File: src/rtl/lb_line_ctrl.sv
// lb_line_ctrl: line sequencer for an 8-bit sliding-window line buffer.
// It primes the buffer with FILL words per line, then writes one word per
// downstream-ready cycle, so every window the buffer produces has a consumer.
// It marks the first and last window of each line, inserts a clearing gap
// between lines, and counts rows to flag the end of a frame.
module lb_line_ctrl #(
  parameter int DW       = 8,
  parameter int LINE_LEN = 64,
  parameter int FILL     = 8,
  parameter int GAP      = 2,
  parameter int ROWS     = 480,
  localparam int CW      = (LINE_LEN > 1) ? $clog2(LINE_LEN) : 1,
  localparam int RW      = (ROWS > 1) ? $clog2(ROWS) : 1
) (
  input  logic          CLK,
  input  logic          RST,
  input  logic          en,
  input  logic [DW-1:0] s_data,
  input  logic          s_valid,
  output logic          s_ready,
  output logic [DW-1:0] lb_wdata,
  output logic          lb_wen,
  output logic          lb_clr,
  output logic          m_valid,
  input  logic          m_ready,
  output logic          m_sol,
  output logic          m_eol,
  output logic [CW-1:0] col,
  output logic [RW-1:0] row,
  output logic          frame_done
);

  localparam int GW = (GAP > 1) ? $clog2(GAP) : 1;

  localparam logic [1:0] S_IDLE   = 2'd0;
  localparam logic [1:0] S_FILL   = 2'd1;
  localparam logic [1:0] S_STREAM = 2'd2;
  localparam logic [1:0] S_GAP    = 2'd3;

  localparam logic [CW-1:0] COL_LAST  = CW'(LINE_LEN - 1);
  localparam logic [CW-1:0] COL_PRIME = CW'(FILL - 1);
  localparam logic [RW-1:0] ROW_LAST  = RW'(ROWS - 1);
  localparam logic [GW-1:0] GAP_LAST  = GW'(GAP - 1);

  logic [1:0]    state;
  logic [GW-1:0] gap_cnt;
  logic          last_col;
  logic          prime_col;

  assign last_col  = (col == COL_LAST);
  assign prime_col = (col == COL_PRIME);

  // Handshake and window qualifiers: pure decode of state and the two readies.
  // s_ready never looks at s_valid, so no valid->ready loop can form upstream.
  always_comb begin
    // NOTE: every output gets a default first so no path leaves it unassigned,
    // which would otherwise infer a latch.
    s_ready = 1'b0;
    m_valid = 1'b0;
    m_sol   = 1'b0;
    case (state)
      S_FILL:   s_ready = 1'b1;
      S_STREAM: s_ready = m_ready;
      default:  s_ready = 1'b0;
    endcase
    lb_wen = s_valid & s_ready;
    if (state == S_FILL) begin
      m_valid = lb_wen & prime_col;
      m_sol   = lb_wen & prime_col;
    end else if (state == S_STREAM) begin
      m_valid = lb_wen;
    end
    m_eol    = m_valid & last_col;
    lb_wdata = s_data;
  end

  // Line sequencing: state, column/row/gap counters and the registered pulses.
  always_ff @(posedge CLK or posedge RST) begin
    if (RST) begin
      state      <= S_IDLE;
      col        <= '0;
      row        <= '0;
      gap_cnt    <= '0;
      lb_clr     <= 1'b0;
      frame_done <= 1'b0;
    end else begin
      // NOTE: non-blocking assignments keep every register reading the
      // pre-edge values, regardless of statement order in this block.
      lb_clr     <= 1'b0;
      frame_done <= 1'b0;
      case (state)
        S_IDLE: begin
          if (en) begin
            state  <= S_FILL;
            lb_clr <= 1'b1;
          end
        end
        S_FILL, S_STREAM: begin
          if (lb_wen) begin
            if (last_col) begin
              col     <= '0;
              state   <= S_GAP;
              gap_cnt <= '0;
              lb_clr  <= 1'b1;
              if (row == ROW_LAST) begin
                row        <= '0;
                frame_done <= 1'b1;
              end else begin
                row <= row + RW'(1);
              end
            end else begin
              col <= col + CW'(1);
              if (state == S_FILL && prime_col) state <= S_STREAM;
            end
          end
        end
        default: begin
          if (gap_cnt == GAP_LAST) begin
            gap_cnt <= '0;
            state   <= en ? S_FILL : S_IDLE;
          end else begin
            gap_cnt <= gap_cnt + GW'(1);
          end
        end
      endcase
    end
  end

endmodule
File: config.mk
export PLATFORM = sky130hd
export DESIGN_NAME = lb_line_ctrl
export DESIGN_NICKNAME = d
export VERILOG_FILES = /design/src/rtl/lb_line_ctrl.sv
export SDC_FILE = /design/constraint.sdc
export NUM_CORES = 1
export LEC_CHECK = 0
export CORE_MARGIN = 2
export CORE_UTILIZATION = 44
export DETAILED_ROUTE_END_ITERATION = 10
export PLACE_DENSITY = 0.79
export SLEW_MARGIN = 20
export SYNTH_ARGS = -nofsm -noshare
export SYNTH_HDL_FRONTEND = slang
export SYNTH_SLANG_ARGS = --single-unit
File: constraint.sdc
create_clock -name CLK -period 2.3 [get_ports CLK]
set_input_delay 0.46 -clock CLK [delete_from_list [all_inputs] [get_ports CLK]]
set_output_delay 0.46 -clock CLK [all_outputs]
set_load 0.01 [all_outputs]
==> results.tsv <==
metric	value	unit
# diodes	0	
Layout Skew	0.00933	ns
sequential element share of the synthesized area	41.2	%
Core ar.	0.00269	mm2
worst r2r path cells	9	
Vias	1143	
Die Span Y	56.5	um
Hold Crit Depth	1	
Max Freq	446	MHz
Clk pin slew, worst setup/hold paths	0.13	ns
Synth Cell Area	0.00121	mm2
Reg power frac	29.8	%
TritonCTS clock tree	built	
drt pass-1 iters	4	
CTS root buf	clkbuf_4	
Max FO, Critical Path	6	
Post-DP HPWL	2250	um
Routed Antenna Nets	0	
Mapped Nets	148	
final cycle utilization of the critical path	97.5	%
Async S/R FF share, synth	100	%
initial detailed-routing violation count	56	
WP data arrival	1.78	ns
flops & latches, synth	20	
leading area contributor after synthesis	dfrtp_1	
Clock power frac	18.1	%
Worst Max-Slew Pin Slew	0.795	ns
drt drc	0	
Hold Violations, Final	0	
clock buffer depth	2	
CTS sink cnt	20	
CP endpoint kind	output pin	
Switch Pwr	584	uW
Hold Buf Count CTS	0	
outcome	finished clean	
fillcell total	214	
DR WL/cell	15.4	um
syn avg cell area	9.41	um2
Area Growth Syn to Fin	39.4	%
Tot GR Track Use	19.6	%
most frequent cells after synthesis	dfrtp_1, nand2_1, a21oi_1, buf_4, o21ai_0	
post-layout util	63.0	%
Synth Warn #	0	
routability congestion estimate	0.773	
num rows	19	
Ports	43	
Slew Limit Fails	0	
top cells by area, synth	dfrtp_1, ha_1, nand2_1	
required time worst endpoint	1.84	ns
drt via density	5.63	
Cell variety after synth	35	
internal power	1.02	mW
starting density of the core	45.2	%
Primary FF master, synth	dfrtp_1	
Sum Neg Setup Slack	0	ns
most common cell in the synthesized netlist	dfrtp_1	
share of layout cells above drive strength 1	27.3	%
Final Setup Violations	0	
nets@finish	192	
Pwr Density	946	mW/mm2
Syn Inst Count	129	
Period minus WS final	2.24	ns
largest net degree at the start of global routing	21	
grt ovf	0	
Slew headroom	46.9	%
Min-Delay Path Class	flip-flop to flip-flop	
die width	56.5	um
H-tree Lvls	1	
Setup CP Type	flip-flop to output pin	
first-pass GRT wire length	5050	um
worst skew pair latency	0.30	ns
number of global-route vias before repair	1082	
antenna violations before repair	0	
Sw Share	36.5	%
number of synthesized flops with an enable pin	0	
Die ar.	0.00319	mm2
number of port buffers	26	
Comb pwr share	52.2	%
final wirelength	3120	um
max-cap viol count	0	
Pleak	0.729	nW
Worst setup SP type	flip-flop	
VDD IR max	0.727	mV
share of the synthesized area in the top cell type	41.2	%
TritonCTS Buffers	3	
registers in the layout (all words and copies together), names as in the netlist:
name and flops:
col 6, frame_done 1, gap_cnt 1, lb_clr 1, row 9, state 2
cell usage in the layout, fill, tap and decap left out, drive strengths merged, types with 3 or more instances in the layout:
| master | synthesis | routed |
|---|---|---|
| clkbuf | 0 | 5 |
| dfrtp | 20 | 20 |
| and2 | 3 | 3 |
| inv | 5 | 5 |
| clkdlybuf4s50 | 0 | 21 |
| nand2 | 19 | 19 |
| ha | 6 | 6 |
| a21oi | 9 | 9 |
| xnor2 | 6 | 6 |
| o31ai | 3 | 3 |
| buf | 10 | 25 |
| o21ai | 8 | 8 |
| nor4 | 4 | 4 |
| nor2 | 5 | 5 |
| nand4 | 7 | 7 |
| nand3 | 4 | 4 |
final cells by class:
type | count | area [um2] | share of cell area [%]
clock inverters | 1 | 30.0 | 1.78
inverters | 5 | 18.8 | 1.11
well taps | 31 | 38.8 | 2.29
clock buffers | 3 | 22.5 | 1.33
multi-input cells | 94 | 668 | 39.5
flip-flops and latches | 20 | 500 | 29.6
repair buffers | 49 | 413 | 24.4
final timing paths:
kind                                      start  slack, ns                  to
setup / recovery           state[0]$_DFFE_PP0P_       0.06             m_valid
hold / removal               row[4]$_DFFE_PP0P_       0.54  row[4]$_DFFE_PP0P_
setup reg to reg           state[1]$_DFFE_PP0P_       0.22  row[7]$_DFFE_PP0P_
hold reg to reg              row[4]$_DFFE_PP0P_       0.54  row[4]$_DFFE_PP0P_
max in group asynchronous                   RST       1.20  col[3]$_DFFE_PP0P_
min in group asynchronous                   RST       0.59  row[6]$_DFFE_PP0P_
power by group through the flow:
stage	sequential, mW	clock [mW]	combinational [mW]
after floorplan	0.511	0	0.358
after global placement	0.472	0	0.751
after detailed placement	0.479	0	0.771
after CTS	0.475	0.295	0.774
after global routing	0.481	0.311	0.908
final	0.476	0.289	0.835
cell families after synthesis:
| group | after synthesis | synth area share (%) |
|---|---|---|
| muxes | 2 | 1.75 |
| adders and majority gates | 6 | 6.19 |
| AOI/OAI and AO/OA | 27 | 13.3 |
| and+or+nand+nor | 53 | 25.7 |
| buffers and inverters | 15 | 7.53 |
| DFF | 20 | 41.2 |
| xor gates and xnor gates | 6 | 4.33 |
per-stage QoR:
stage | instance area, um2 | hold WS (ns) | setup WS (ns) | cells | power [mW]
4_1_cts | 1650 | 0.557 | -0.0308 | 201 | 1.54
6_report | 1690 | 0.537 | 0.0570 | 203 | 1.60
5_1_grt | 1690 | 0.568 | -0.0128 | 203 | 1.70
2_1_floorplan | 1210 | 0.424 | 0.355 | 129 | 0.869
3_5_place_dp | 1590 | 0.522 | -0.170 | 196 | 1.25
3_3_place_gp | 1590 | 0.516 | -0.114 | 196 | 1.22
layer usage:
| layer | vias up | GRT usage (%) | wire length, um |
|---|---|---|---|
| met5 | - | 0 | 0 |
| met4 | 0 | 4.76 | 80 |
| met3 | 12 | 3.46 | 164 |
| met2 | 46 | 34.7 | 1600 |
| met1 | 543 | 24.5 | 1270 |
| li1 | 542 | - | - |
critical path, stage by stage, from the launching register on:
cell	delay, ns
dfrtp_1	0.41
buf_4	0.15
inv_2	0.09
ha_4	0.15
a21o_1	0.14
nand3_1	0.13
buf_4	0.19
nor2_1	0.10
buf_2	0.14
repair_timing:
item,CTS,global route
buffers inserted,1,2
setup endpoints to repair,5,5
gates resized for setup,15,12
pin swaps,2,2
Power figures use the tool's default switching activity.
